--- config.mk ---
export PLATFORM = sky130hd
export DESIGN_NAME = mantissa_add_normalizer
export DESIGN_NICKNAME = d
export VERILOG_FILES = /design/src/rtl/mantissa_add_normalizer.sv
export SDC_FILE = /design/constraint.sdc
export NUM_CORES = 1
export LEC_CHECK = 0
export CORE_MARGIN = 10
export CORE_UTILIZATION = 50
export CTS_BUF_LIST = sky130_fd_sc_hd__clkbuf_8
export CTS_CLUSTER_SIZE = 10
export DETAILED_ROUTE_END_ITERATION = 8
export MAX_ROUTING_LAYER = met4
export PLACE_DENSITY = 0.81
export SYNTH_ARGS = -nofsm -noshare
export SYNTH_HDL_FRONTEND = slang
export SYNTH_SLANG_ARGS = --single-unit
--- constraint.sdc ---
create_clock -name clk -period 13 [get_ports clk]
set_clock_uncertainty 0.15 [all_clocks]
set_input_delay 2.6 -clock clk [delete_from_list [all_inputs] [get_ports clk]]
set_output_delay 2.6 -clock clk [all_outputs]
set_load 0.02 [all_outputs]
--- src/rtl/mantissa_add_normalizer.sv ---
// FP adder back end: effective add/subtract, normalize, round, pack; 3-stage valid/ready pipeline.
// Build option MANT_NORM_RNE_ROUND_EN selects round-to-nearest-even; otherwise the result is truncated.
module mantissa_add_normalizer #(
    parameter int MANTISSA_WIDTH = 23,
    parameter int EXP_WIDTH      = 8
) (
    input  logic                        clk,
    input  logic                        arst,
    input  logic                        valid_in,
    output logic                        ready_in,
    input  logic [MANTISSA_WIDTH+3:0]   mantissa_a_in,
    input  logic [MANTISSA_WIDTH+3:0]   mantissa_b_in,
    input  logic                        sign_a,
    input  logic                        sign_b,
    input  logic [EXP_WIDTH-1:0]        exp_in,
    output logic                        valid_out,
    input  logic                        ready_out,
    output logic                        sign_out,
    output logic [EXP_WIDTH-1:0]        exp_out,
    output logic [MANTISSA_WIDTH-1:0]   mant_out,
    output logic                        overflow,
    output logic                        underflow
);
    localparam int W  = MANTISSA_WIDTH + 4;
    localparam int SW = $clog2(W);
    localparam int XW = EXP_WIDTH + 2;
    localparam logic [XW-1:0] EXP_MAX = XW'((1 << EXP_WIDTH) - 1);

    // Left-shift distance that brings the leading one to the hidden-bit position
    function automatic logic [SW-1:0] lead_shift(input logic [W-1:0] v);
        logic [SW-1:0] sh;
        sh = {SW{1'b0}};
        for (int i = 0; i < W; i++) begin
            if (v[i]) begin
                sh = SW'(W - 1 - i);
            end
        end
        return sh;
    endfunction

    logic stall_s;
    logic accept_s;
    logic rdy_en_r;

    assign stall_s  = valid_out & ~ready_out;
    assign ready_in = rdy_en_r & ~stall_s;
    assign accept_s = valid_in & ready_in;

    // Input ready comes up on the first clock after reset release
    always_ff @(posedge clk or posedge arst) begin
        if (arst) begin
            rdy_en_r <= 1'b0;
        end else begin
            rdy_en_r <= 1'b1;
        end
    end

    logic         eff_sub_s;
    logic         a_ge_b_s;
    logic [W:0]   sum_s;
    logic         sign1_s;

    // Stage 1 combinational: magnitude add or subtract, larger-magnitude sign wins
    always_comb begin
        eff_sub_s = sign_a ^ sign_b;
        a_ge_b_s  = (mantissa_a_in >= mantissa_b_in);
        if (!eff_sub_s) begin
            sum_s   = {1'b0, mantissa_a_in} + {1'b0, mantissa_b_in};
            sign1_s = sign_a;
        end else if (a_ge_b_s) begin
            sum_s   = {1'b0, mantissa_a_in} - {1'b0, mantissa_b_in};
            sign1_s = sign_a;
        end else begin
            sum_s   = {1'b0, mantissa_b_in} - {1'b0, mantissa_a_in};
            sign1_s = sign_b;
        end
    end

    logic                 s1_valid_r;
    logic [W:0]           s1_sum_r;
    logic                 s1_sign_r;
    logic [EXP_WIDTH-1:0] s1_exp_r;

    // Stage 1 register
    always_ff @(posedge clk or posedge arst) begin
        if (arst) begin
            s1_valid_r <= 1'b0;
            s1_sum_r   <= {(W+1){1'b0}};
            s1_sign_r  <= 1'b0;
            s1_exp_r   <= {EXP_WIDTH{1'b0}};
        end else if (!stall_s) begin
            s1_valid_r <= accept_s;
            s1_sum_r   <= sum_s;
            s1_sign_r  <= sign1_s;
            s1_exp_r   <= exp_in;
        end
    end

    logic [SW-1:0] sh_s;
    logic [W-1:0]  norm_s;
    logic [XW-1:0] nexp_s;
    logic          zero2_s;
    logic          uf2_s;

    // Stage 2 combinational: normalize; exponent is two's complement so a non-positive result is visible
    always_comb begin
        sh_s    = lead_shift(s1_sum_r[W-1:0]);
        zero2_s = (s1_sum_r == {(W+1){1'b0}});
        if (s1_sum_r[W]) begin
            norm_s = {s1_sum_r[W:2], s1_sum_r[1] | s1_sum_r[0]};
            nexp_s = XW'(s1_exp_r) + XW'(1);
        end else begin
            norm_s = s1_sum_r[W-1:0] << sh_s;
            nexp_s = XW'(s1_exp_r) - XW'(sh_s);
        end
        uf2_s = ~zero2_s & (nexp_s[XW-1] | (nexp_s == {XW{1'b0}}));
    end

    logic          s2_valid_r;
    logic [W-1:0]  s2_norm_r;
    logic [XW-1:0] s2_exp_r;
    logic          s2_sign_r;
    logic          s2_uf_r;

    // Stage 2 register; zero and underflow results carry a cleared mantissa
    always_ff @(posedge clk or posedge arst) begin
        if (arst) begin
            s2_valid_r <= 1'b0;
            s2_norm_r  <= {W{1'b0}};
            s2_exp_r   <= {XW{1'b0}};
            s2_sign_r  <= 1'b0;
            s2_uf_r    <= 1'b0;
        end else if (!stall_s) begin
            s2_valid_r <= s1_valid_r;
            s2_norm_r  <= (zero2_s | uf2_s) ? {W{1'b0}} : norm_s;
            s2_exp_r   <= nexp_s;
            s2_sign_r  <= zero2_s ? 1'b0 : s1_sign_r;
            s2_uf_r    <= uf2_s;
        end
    end

    logic [XW-1:0]             rexp_s;
    logic [MANTISSA_WIDTH-1:0] rfrac_s;
    logic                      zero3_s;
    logic                      sign_nx_s;
    logic [EXP_WIDTH-1:0]      exp_nx_s;
    logic [MANTISSA_WIDTH-1:0] mant_nx_s;
    logic                      ovf_nx_s;
    logic                      uf_nx_s;

`ifdef MANT_NORM_RNE_ROUND_EN
    logic                      rnd_inc_s;
    logic [MANTISSA_WIDTH:0]   rnd_sum_s;

    // Stage 3 rounding: RNE; hidden bit is 1 here, so a fraction carry is the hidden-bit carry
    always_comb begin
        rnd_inc_s = s2_norm_r[2] & (s2_norm_r[1] | s2_norm_r[0] | s2_norm_r[3]);
        rnd_sum_s = {1'b0, s2_norm_r[W-2:3]} + (MANTISSA_WIDTH+1)'(rnd_inc_s);
        rfrac_s   = rnd_sum_s[MANTISSA_WIDTH-1:0];
        rexp_s    = s2_exp_r + XW'(rnd_sum_s[MANTISSA_WIDTH]);
    end
`else
    logic grs_unused_s;
    assign grs_unused_s = ^s2_norm_r[2:0];

    // Stage 3 rounding: truncate guard/round/sticky
    always_comb begin
        rfrac_s = s2_norm_r[W-2:3];
        rexp_s  = s2_exp_r;
    end
`endif

    // Stage 3 packing: zero, underflow, overflow-to-infinity or normal result
    always_comb begin
        zero3_s   = ~s2_norm_r[W-1] & ~s2_uf_r;
        sign_nx_s = s2_sign_r;
        exp_nx_s  = {EXP_WIDTH{1'b0}};
        mant_nx_s = {MANTISSA_WIDTH{1'b0}};
        ovf_nx_s  = 1'b0;
        uf_nx_s   = 1'b0;
        if (zero3_s) begin
            sign_nx_s = 1'b0;
        end else if (s2_uf_r) begin
            uf_nx_s = 1'b1;
        end else if (rexp_s >= EXP_MAX) begin
            exp_nx_s = {EXP_WIDTH{1'b1}};
            ovf_nx_s = 1'b1;
        end else begin
            exp_nx_s  = rexp_s[EXP_WIDTH-1:0];
            mant_nx_s = rfrac_s;
        end
    end

    // Stage 3 / output register
    always_ff @(posedge clk or posedge arst) begin
        if (arst) begin
            valid_out <= 1'b0;
            sign_out  <= 1'b0;
            exp_out   <= {EXP_WIDTH{1'b0}};
            mant_out  <= {MANTISSA_WIDTH{1'b0}};
            overflow  <= 1'b0;
            underflow <= 1'b0;
        end else if (!stall_s) begin
            valid_out <= s2_valid_r;
            sign_out  <= sign_nx_s;
            exp_out   <= exp_nx_s;
            mant_out  <= mant_nx_s;
            overflow  <= ovf_nx_s;
            underflow <= uf_nx_s;
        end
    end

endmodule
==> metrics.md, run 1 <==
| Metric | Value |
|---|---|
| Static leakage | `5.283 nW` |
| Worst vdd ir | `0.06797 mV` |
| Largest net degree at the start of global routing | `67` |
| Post-CTS resize count | `0` |
| Initial Util | `50.61%` |
| Number of detailed-routing iterations run before antenna repair | `8` |
| Antenna viol nets, final | `0` |
| Number of DRC markers in iteration 0 | `1285` |
| Setup Viol. Count Final | `0` |
| Hold Crit Class | `reg -> reg` |
| Status | `finished, final reports clean` |
| GR Overflow Total | `0` |
| Vias | `11170` |
| First-pass GRT wire length | `55890 um` |
| Tmin final | `7.237 ns` |
| Slowest-stage cell, CP | `clkdlybuf4s50_1` |
| DIE AREA | `0.02836 sq mm` |
| CP arrival | `4.49 ns` |
| Post-Synthesis Cells | `1423` |
| Root Buffer | `clkbuf_8` |
| Ys async rst share | `100.0%` |
| Clock Latency Late Sink | `0.39 ns` |
| Worst path cell trace | `clkdlybuf4s50_1 -> nand2b_2 -> buf_4 -> and2_1 -> clkdlybuf4s50_1` |
| CP Max Fanout | `50` |
| Commonest non-fill, non-tap cell in the layout | `nand2_1` |
| Worst Setup End Kind | `output pin` |
| Final worst path period share | `55.67%` |
| Max-cap violations | `0` |
| Area grow syn2layout | `11.60%` |
| Diodes inserted | `0` |
| Slew margin rel. | `33.49%` |
| FMAX | `0.1382 GHz` |
| PnR Total Power | `1.958 mW` |
| Hold buffers post-CTS | `0` |
| Syn_nets | `1582` |
| Most frequent cells in the layout | `141 x nand2_1, 133 x nor2_1, 111 x dfrtp_1` |
| Rows | `54` |
| Routed WL | `34530 um` |
| IO Pins | `104` |
| Number of synthesized flops with an enable pin | `0` |
| Synth warnings | `0` |
| Via density | `6.390` |
| Pwr dens | `159.3 mW/mm^2` |
| Synth unique cells | `95` |
| DRC errors left | `0` |
| Seq/Total Area, Yosys | `25.23%` |
| Final Hold Fails | `0` |
| Routed wire per std cell | `19.76 um` |
| Htree depth | `3` |
| Worst path most repeated cell | `clkdlybuf4s50_1` |
| CP Class | `in -> out` |
| Die H | `168.4 um` |
| CTS tree | `yes` |
| Slowest stage delay, CP | `0.60 ns` |
| Fin. max-slew vios | `0` |
| Clk pin slew, worst setup/hold paths | `0.10 ns` |
| Post-route setup TNS | `0 ns` |
| Slew @ Worst Pin | `0.9976 ns` |
| Share of cells above drive strength 1 | `5.654%` |
| Number of buffers added on ports | `103` |
| Setup Buffers After CTS | `0` |
| Total CTS buffers | `9` |
| Initial antenna violation count | `0` |
| Core Region | `0.02176 sq mm` |
| Worst EP required | `10.25 ns` |
| Routability Congestion | `0.9828` |
| Crit path launch type | `input pin` |
| Post-DP HPWL | `26420 um` |
| Die X | `168.4 um` |
| Clock Path Buffers | `2` |
| Post-Syn Area per Cell | `7.738 sq um` |
| RSZ-0062 raised after global routing | `no` |
| Vias in the first global route | `10720` |
| Total track usage | `24.05%` |
| Mapped cell area | `0.01101 sq mm` |
| Layout Utilization | `56.48%` |
| Ys flop type | `dfrtp_1` |
| Post-synthesis register bit count | `111` |
| Nets | `1622` |
| Clock sink count | `111` |
[critical path: cells and delay by family]
| family | cells | cell delay [ns] |
|---|---|---|
| buf+inv | 3 | 1.56 |
| simple gates | 2 | 0.32 |
[layout make-up]
| type | instances | area (sq um) |
|---|---|---|
| fill | 2015 | 9468 |
| multi-input combinational | 1124 | 7448 |
| sequential | 111 | 2778 |
| timing repair buffer | 115 | 1121 |
| inverter | 102 | 385.4 |
| tap | 280 | 350.3 |
| clock buffer | 10 | 137.6 |
| clock inverter | 6 | 67.56 |
[through the flow]
step                hold slack [ns]  instance area [sq um]  setup slack, ns  std cells
global route                 0.3543                  12290            5.681       1748
global placement             0.2948                  12080            5.777       1732
floorplan                    0.2800                  11010            6.847       1423
finish                       0.3176                  12290            5.763       1748
detailed placement           0.2935                  12080            5.757       1732
CTS                          0.3170                  12290            5.747       1748
[cells in the mapped netlist (22+ instances only)]
master    instances  share of area, %
clkbuf_1         45               1.5
a211oi_1         35               2.4
nor3_1           34               1.5
o21ai_0         110               5.0
inv_1            98               3.3
nand2_1         141               4.8
ha_1             87               9.9
nand3_1          49               2.2
a22o_1           26               2.1
a21oi_1          98               4.5
nand2b_1         22               1.2
dfrtp_1         111                25
nor2_1          133               4.5
[metal layers]
layer / track usage, % / up-vias / part of all wire (%)
met1: 30.89 / 5314 / 43
met4: 9.349 / 0 / 2.9
met3: 2.980 / 83 / 7.3
met5: - / - / 0
li1: - / 5240 / -
met2: 37.94 / 533 / 47
[logic make-up after synthesis]
kind of cell,Yosys count,synth area share (%)
simple gates,484,21.26
buf+inv,188,7.352
mux,28,2.739
compound gates,492,30.55
xor+xnor,28,2.227
flops,111,25.23
fa+ha+maj,91,10.61
other cells,1,0.03406
[where the power goes]
group	total, mW	switching [mW]	internal (mW)
Combinational	1.09	0.641	0.446
Sequential	0.649	0.170	0.479
Clock	0.221	0.125	0.0959
[worst paths after layout]
kind / from / to / slack [ns] / depth (start not counted)
worst max-delay path: ready_out / ready_in / 5.76 / 5
worst min-delay path: s2_valid_r / valid_out / 0.32 / 1
worst max register to register: s1_sum_r[5] / s2_norm_r[22] / 6.79 / 18
worst min register to register: s2_valid_r / valid_out / 0.32 / 1
max in group asynchronous: arst / s1_sum_r[1] / 9.05 / 3
min in group asynchronous: arst / mant_out[21] / 2.44 / 2
[flip-flops by register name, summed over array words and instances (netlist names)]
| name | flops |
|---|---|
| exp_out | 8 |
| mant_out | 23 |
| overflow | 1 |
| rdy_en_r | 1 |
| rexp_s | 10 |
| s1_exp_r | 8 |
| s1_sign_r | 1 |
| s1_sum_r | 28 |
| s1_valid_r | 1 |
| s2_norm_r | 24 |
| s2_sign_r | 1 |
| s2_uf_r | 1 |
| s2_valid_r | 1 |
| sign_out | 1 |
| underflow | 1 |
| valid_out | 1 |
No activity file was read; power rests on OpenSTA's default activity.
==> run 2, diff against run 1 <==
--- a/config.mk
+++ b/config.mk
@@ -11,7 +11,7 @@
 export CTS_CLUSTER_SIZE = 10
 export DETAILED_ROUTE_END_ITERATION = 8
 export MAX_ROUTING_LAYER = met4
-export PLACE_DENSITY = 0.81
+export PLACE_DENSITY = 0.84
 export SYNTH_ARGS = -nofsm -noshare
 export SYNTH_HDL_FRONTEND = slang
 export SYNTH_SLANG_ARGS = --single-unit
==> constraint.sdc (replaced) <==
create_clock -name clk -period 6.2 [get_ports clk]
set_clock_uncertainty 0.15 [all_clocks]
set_input_delay 1.24 -clock clk [delete_from_list [all_inputs] [get_ports clk]]
set_output_delay 1.24 -clock clk [all_outputs]
set_load 0.02 [all_outputs]
==> run 2 against run 1 <==
Against the previous run:
- non-clock buffer count is 5 higher
- final cell count is 0.29% higher
- sequential power is 110% higher
- design area is 0.35% higher
- global-route usage is 0.20 points higher
- hold slack better by 0.0030 ns
- via count is 0.38% higher
- sequential share of layout area is 0.078 points lower
- worst setup slack worse by 5.0 ns
- critical endpoint is now s2_norm_r[22]
==> metrics.md, run 2 (synthesized netlist as in run 1, its figures left out) <==
| Metric | Value |
|---|---|
| Design Area, Final | `0.01233 sq mm (+0.35%)` |
| Core Region | `0.02176 sq mm (unchanged)` |
| Commonest non-fill, non-tap cell in the layout | `nand2_1` |
| Number of DRC markers in iteration 0 | `1411 (+9.8%)` |
| Most frequent cells in the layout | `141 x nand2_1, 133 x nor2_1, 111 x dfrtp_1` |
| Fin. max-slew vios | `0 (unchanged)` |
| Register-to-register setup slack | `0.71 ns (-6.08 ns)` |
| Clock sink count | `111 (unchanged)` |
| Static leakage | `5.301 nW (+0.34%)` |
| Worst setup path endpoint | `s2_norm_r[22]` |
| Antenna viol nets, final | `0 (unchanged)` |
| Slowest-stage cell, CP | `o21ai_2` |
| Max-cap violations | `0 (unchanged)` |
| Post-route setup TNS | `0 ns (unchanged)` |
| Initial Util | `50.61% (unchanged)` |
| Diodes inserted | `0 (unchanged)` |
| Clk pin slew, worst setup/hold paths | `0.11 ns (about the same)` |
| Hold Crit Class | `reg -> reg` |
| Fillers | `2001 (-0.69%)` |
| FF/Latch Area | `0.002778 sq mm (unchanged)` |
| First-pass GRT wire length | `56480 um (+1.1%)` |
| Vias in the first global route | `10650 (-0.65%)` |
| Slew margin rel. | `34.70% (+1.2 points)` |
| Worst path cell trace | `inv_1 -> a221oi_1 -> nor4_1 -> o21ai_2 -> nand2_2 -> inv_1 -> ha_1 -> inv_1 -> fa_1 -> a211oi_1 -> nor2_1 -> o32ai_1 -> xnor2_1 -> nand4b_1 -> o21ai_2 -> nor2_1 -> a22o_1 -> a31o_1` |
| Initial antenna violation count | `0 (unchanged)` |
| Status | `finished, final reports clean` |
| Routed WL | `34880 um (+1.0%)` |
| Vias | `11210 (+0.38%)` |
| Root Buffer | `clkbuf_8` |
| Slew @ Worst Pin | `0.9794 ns (-0.01818 ns)` |
| Routed wire per std cell | `19.90 um (+0.71%)` |
| Worst setup path start | `s1_sum_r[5]` |
| Number of detailed-routing iterations run before antenna repair | `5 (-3)` |
| DIE AREA | `0.02836 sq mm (unchanged)` |
| DRC errors left | `0 (unchanged)` |
| Clock Latency Late Sink | `0.39 ns (about the same)` |
| Worst vdd ir | `0.1754 mV (+160%)` |
| WP buf/inv | `3 (unchanged)` |
| CTS tree | `yes` |
| CP Class | `reg -> reg` |
| Worst path most repeated cell | `inv_1` |
| Final Non-Filler Cells | `1753 (+0.29%)` |
| CP Max Fanout | `20 (-60%)` |
| Routability Congestion | `1.023 (+4.0%)` |
| Die H | `168.4 um (unchanged)` |
| GR Overflow Total | `0 (unchanged)` |
| Post-DP HPWL | `27150 um (+2.8%)` |
| Hold buffers post-CTS | `0 (unchanged)` |
| Worst Setup End Kind | `flop` |
| FF-to-FF End | `s2_norm_r[22]` |
| Setup slack after layout | `0.7141 ns (-5.049 ns)` |
| Hold Slack | `0.3206 ns (+0.002980 ns)` |
| Placed cell count | `1737 (+0.29%)` |
| Area grow syn2layout | `11.99%` |
| Worst EP required | `6.32 ns (-3.93 ns)` |
| Setup Viol. Count Final | `0 (unchanged)` |
| WP depth | `18 (+13)` |
| Total CTS buffers | `9 (unchanged)` |
| FMAX | `0.1823 GHz` |
| Reg-to-Reg Start | `s1_sum_r[5]` |
| Dpl ws | `0.7153 ns (-5.042 ns)` |
| Pwr dens | `333.3 mW/mm^2 (+110%)` |
| Post-CTS resize count | `0 (unchanged)` |
| Area after DPL | `0.01214 sq mm (+0.51%)` |
| Htree depth | `3 (unchanged)` |
| PnR Total Power | `4.110 mW (+110%)` |
| CP arrival | `5.61 ns (+1.12 ns)` |
| Total track usage | `24.24% (+0.20 points)` |
| Final Hold Fails | `0 (unchanged)` |
| R2R depth | `18 (unchanged)` |
| Tmin final | `5.486 ns` |
| Setup Buffers After CTS | `0 (unchanged)` |
| CP top delay family | `compound AO/OA/AOI/OAI gates` |
| Multi-input gate area in the final layout | `0.007460 sq mm (+0.15%)` |
| Largest net degree at the start of global routing | `67 (unchanged)` |
| Nets | `1627 (+0.31%)` |
| Rows | `54 (unchanged)` |
| IO Pins | `104 (unchanged)` |
| Final worst path period share | `88.48%` |
| Clock Path Buffers | `2 (unchanged)` |
| Largest register by flop count | `s1_sum_r` |
| RSZ-0062 raised after global routing | `no` |
| Number of buffers added on ports | `103 (unchanged)` |
| Biggest regs | `s1_sum_r x28, s2_norm_r x24, mant_out x23` |
| Via density | `6.396 (about the same)` |
| Layout Utilization | `56.68% (+0.20 points)` |
| Die X | `168.4 um (unchanged)` |
| Slowest stage delay, CP | `0.64 ns (+0.04 ns)` |
| Crit path launch type | `flop` |
| Max reg flops | `28 (unchanged)` |
| Share of cells above drive strength 1 | `5.974% (+0.32 points)` |
==> run 2: where the power goes <==
part / total (mW) / internal [mW] / switching [mW]
Clock: 0.421 / 0.154 / 0.267
Combinational: 2.34 / 0.949 / 1.39
Sequential: 1.35 / 1.00 / 0.342
==> run 2: worst min path at each step <==
stage / start / to / slack, ns / cells past startpoint
after floorplan: s2_valid_r / s2_valid_r / 0.28 / 2
after global placement: s2_valid_r / valid_out / 0.29 / 1
after detailed placement: s2_valid_r / valid_out / 0.30 / 1
after CTS: s2_valid_r / valid_out / 0.33 / 1
after global routing: s2_valid_r / valid_out / 0.35 / 1
final: s2_valid_r / valid_out / 0.32 / 1
==> run 2: area by class of cell <==
cell class	count	share of cell area (%)
Clock inverter	7	0.5074
Clock buffer	9	1.005
Multi-Input combinational cell	1124	60.50
Timing Repair Buffer	120	9.498
Tap cell	280	2.841
Inverter	102	3.125
Sequential cell	111	22.53
==> run 2: per-layer routing <==
metal	wire [um]	part of all wire [%]	vias to the layer above	GRT usage [%]
li1	-	-	5264	-
met1	15250	44	5299	31.46
met2	15990	46	560	38.40
met3	2477	7.1	89	2.794
met4	1158	3.3	0	8.592
met5	0	0	-	-
==> run 2: worst register-to-register path: stages (launching register included) <==
cell and delay (ns):
dfrtp_1 0.54, inv_1 0.07, a221oi_1 0.31, nor4_1 0.11
o21ai_2 0.64, nand2_2 0.37, inv_1 0.22, ha_1 0.19
inv_1 0.05, fa_1 0.40, a211oi_1 0.41, nor2_1 0.13
o32ai_1 0.32, xnor2_1 0.18, nand4b_1 0.17, o21ai_2 0.37
nor2_1 0.30, a22o_1 0.25, a31o_1 0.20
==> run 3, diff against run 2 <==
--- a/config.mk
+++ b/config.mk
@@ -11,7 +11,7 @@
 export CTS_CLUSTER_SIZE = 10
 export DETAILED_ROUTE_END_ITERATION = 8
 export MAX_ROUTING_LAYER = met4
-export PLACE_DENSITY = 0.84
+export PLACE_DENSITY = 0.74
 export SYNTH_ARGS = -nofsm -noshare
 export SYNTH_HDL_FRONTEND = slang
 export SYNTH_SLANG_ARGS = --single-unit
==> run 3 against run 2 <==
Against the previous run:
- register-to-register slack better by 0.02 ns
- worst setup slack better by 0.016 ns
- total power up 0.83%
- utilization about the same
- global-route usage up 0.17 points
- via count down 1.0%
- first-iteration DRC count down 20%
- clock power up 8.1%
- critical path depth unchanged
- final cell count up 0.11%
- hold slack better by 0.0082 ns
- fmax up 0.30%
- critical path type unchanged
==> metrics.md, run 3 (synthesized netlist as in run 1, its figures left out) <==
| Metric | Value |
|---|---|
| Largest net degree at the start of global routing | `76 (+13%)` |
| Slew @ Worst Pin | `1.010 ns (+0.03018 ns)` |
| Most frequent cells in the layout | `141 x nand2_1, 133 x nor2_1, 111 x dfrtp_1` |
| Post-CTS resize count | `0 (unchanged)` |
| Htree depth | `3 (unchanged)` |
| Total CTS buffers | `9 (unchanged)` |
| Worst EP required | `6.35 ns (+0.03 ns)` |
| Die X | `168.4 um (unchanged)` |
| Die H | `168.4 um (unchanged)` |
| Hold Slack | `0.3289 ns (+0.008245 ns)` |
| Initial Util | `50.61% (unchanged)` |
| Pwr dens | `335.8 mW/mm^2 (+0.74%)` |
| Status | `finished, final reports clean` |
| Static leakage | `5.320 nW (+0.35%)` |
| Max reg flops | `28 (unchanged)` |
| Max-cap violations | `0 (unchanged)` |
| Routed WL | `35090 um (+0.60%)` |
| Vias | `11100 (-1.0%)` |
| Biggest regs | `s1_sum_r x28, s2_norm_r x24, mant_out x23` |
| CP arrival | `5.62 ns (about the same)` |
| Root Buffer | `clkbuf_8` |
| Clock sink count | `111 (unchanged)` |
| Rows | `54 (unchanged)` |
| Commonest non-fill, non-tap cell in the layout | `nand2_1` |
| Clock Path Buffers | `2 (unchanged)` |
| Nets | `1629 (+0.12%)` |
| Post-route setup TNS | `0 ns (unchanged)` |
| Hold Crit Class | `reg -> reg` |
| RSZ-0062 raised after global routing | `no` |
| Number of buffers added on ports | `103 (unchanged)` |
| Number of detailed-routing iterations run before antenna repair | `5 (unchanged)` |
| FF/Latch Area | `0.002778 sq mm (unchanged)` |
| Worst vdd ir | `0.1419 mV (-19%)` |
| First-pass GRT wire length | `56350 um (-0.23%)` |
| Setup Viol. Count Final | `0 (unchanged)` |
| Slew margin rel. | `32.69% (-2.0 points)` |
| Vias in the first global route | `10670 (+0.20%)` |
| Fillers | `2084 (+4.1%)` |
| Area grow syn2layout | `12.08% (about the same)` |
| Net Sw Frac | `48.18% (-0.54 points)` |
| Sequential power share | `32.3% (-0.5 points)` |
| Largest register by flop count | `s1_sum_r` |
| PnR Total Power | `4.144 mW (+0.83%)` |
| Routed wire per std cell | `19.99 um (+0.49%)` |
| Clk pin slew, worst setup/hold paths | `0.11 ns (about the same)` |
| Setup Buffers After CTS | `0 (unchanged)` |
| Cell-internal power | `2.147 mW (+1.9%)` |
| Crit path launch type | `flop` |
| IO Pins | `104 (unchanged)` |
| FMAX | `0.1828 GHz (+0.30%)` |
| Tmin final | `5.470 ns (-0.01640 ns)` |
| Fin. max-slew vios | `0 (unchanged)` |
| Logic pwr share | `56.7% (-0.3 points)` |
| Total track usage | `24.41% (+0.17 points)` |
| Final Hold Fails | `0 (unchanged)` |
| Multi-input gate area in the final layout | `0.007448 sq mm (-0.15%)` |
| Core Region | `0.02176 sq mm (unchanged)` |
| CTS tree | `yes` |
| Design Area, Final | `0.01234 sq mm (about the same)` |
| Area after DPL | `0.01214 sq mm (about the same)` |
| CP Class | `reg -> reg` |
| DRC errors left | `0 (unchanged)` |
| Clock network fraction of total power | `11.0% (+0.8 points)` |
| Clock Latency Late Sink | `0.39 ns (about the same)` |
| Antenna viol nets, final | `0 (unchanged)` |
| Routability Congestion | `1.022 (about the same)` |
| GR Overflow Total | `0 (unchanged)` |
| Initial antenna violation count | `0 (unchanged)` |
| Diodes inserted | `0 (unchanged)` |
| Worst Setup End Kind | `flop` |
| Final worst path period share | `88.22% (-0.26 points)` |
| CP Max Fanout | `20 (unchanged)` |
| Via density | `6.324 (-1.1%)` |
| Sw Pwr | `1.997 mW (-0.28%)` |
| Number of DRC markers in iteration 0 | `1131 (-20%)` |
| Hold buffers post-CTS | `0 (unchanged)` |
| Post-DP HPWL | `27410 um (+0.95%)` |
| Share of cells above drive strength 1 | `6.034% (+0.060 points)` |
| DIE AREA | `0.02836 sq mm (unchanged)` |
-- run 3: cell count changes in the layout (fill, tap and decap cells not counted), sizes merged --
cell / before / now
clkinv: 4 / 3
inv: 104 / 105
buf: 17 / 19
clkinvlp: 1 / 0
bufinv: 0 / 1
-- run 3: worst paths after layout --
path	startpoint	end	slack, ns	cells after the start
hold reg to reg	s2_valid_r	s2_valid_r	0.33	2
max in group asynchronous	arst	s1_sum_r[9]	3.65	3
setup reg to reg	s1_sum_r[5]	s2_norm_r[10]	0.73	18
min in group asynchronous	arst	exp_out[2]	1.17	2
hold / removal	s2_valid_r	s2_valid_r	0.33	2
setup / recovery	s1_sum_r[5]	s2_norm_r[10]	0.73	18
-- run 3: worst max-delay path: stages (launching register included) --
cell,delay [ns]
dfrtp_1,0.52
inv_1,0.07
a221oi_1,0.30
nor4_1,0.11
o21ai_2,0.67
nand2_2,0.37
inv_1,0.23
ha_1,0.21
inv_1,0.06
fa_1,0.40
a211oi_1,0.42
nor2_1,0.13
o32ai_1,0.35
xnor2_1,0.14
nand4b_1,0.15
o21ai_2,0.09
nor2_1,0.69
a22oi_1,0.18
o211ai_1,0.15
-- run 3: final cells by class --
cell class,count,area share [%]
inverters,102,3.123
flip-flops and latches,111,22.51
clock inverters,7,0.6590
well taps,280,2.839
clock buffers,9,1.004
multi-input cells,1124,60.36
repair buffers,122,9.510
-- run 3: through the flow --
stage,setup WS [ns],utilization [%],std cells
5_1_grt,0.3586,56.72,1755
4_1_cts,0.8788,56.72,1755
2_1_floorplan,1.879,-,1423
3_5_place_dp,0.6790,55.78,1739
6_report,0.7305,56.72,1755
3_3_place_gp,0.7874,55.78,1739
-- run 3: power groups by stage --
stage | Clock (mW) | Combinational, mW | Sequential [mW]
final | 0.455 | 2.35 | 1.34
after global routing | 0.489 | 2.57 | 1.38
after detailed placement | 0 | 2.31 | 1.35
after global placement | 0 | 2.29 | 1.34
after floorplan | 0 | 1.53 | 1.32
after CTS | 0.467 | 2.32 | 1.33
-- run 3: per-layer routing --
| layer | wire length [um] | GRT usage (%) | vias to the layer above | share of wire [%] |
|---|---|---|---|---|
| met1 | 15190 | 30.91 | 5276 | 43 |
| met2 | 16410 | 39.10 | 478 | 47 |
| met4 | 1294 | 10.56 | 0 | 3.7 |
| li1 | - | - | 5257 | - |
| met5 | 0 | - | - | 0 |
| met3 | 2190 | 2.305 | 87 | 6.2 |
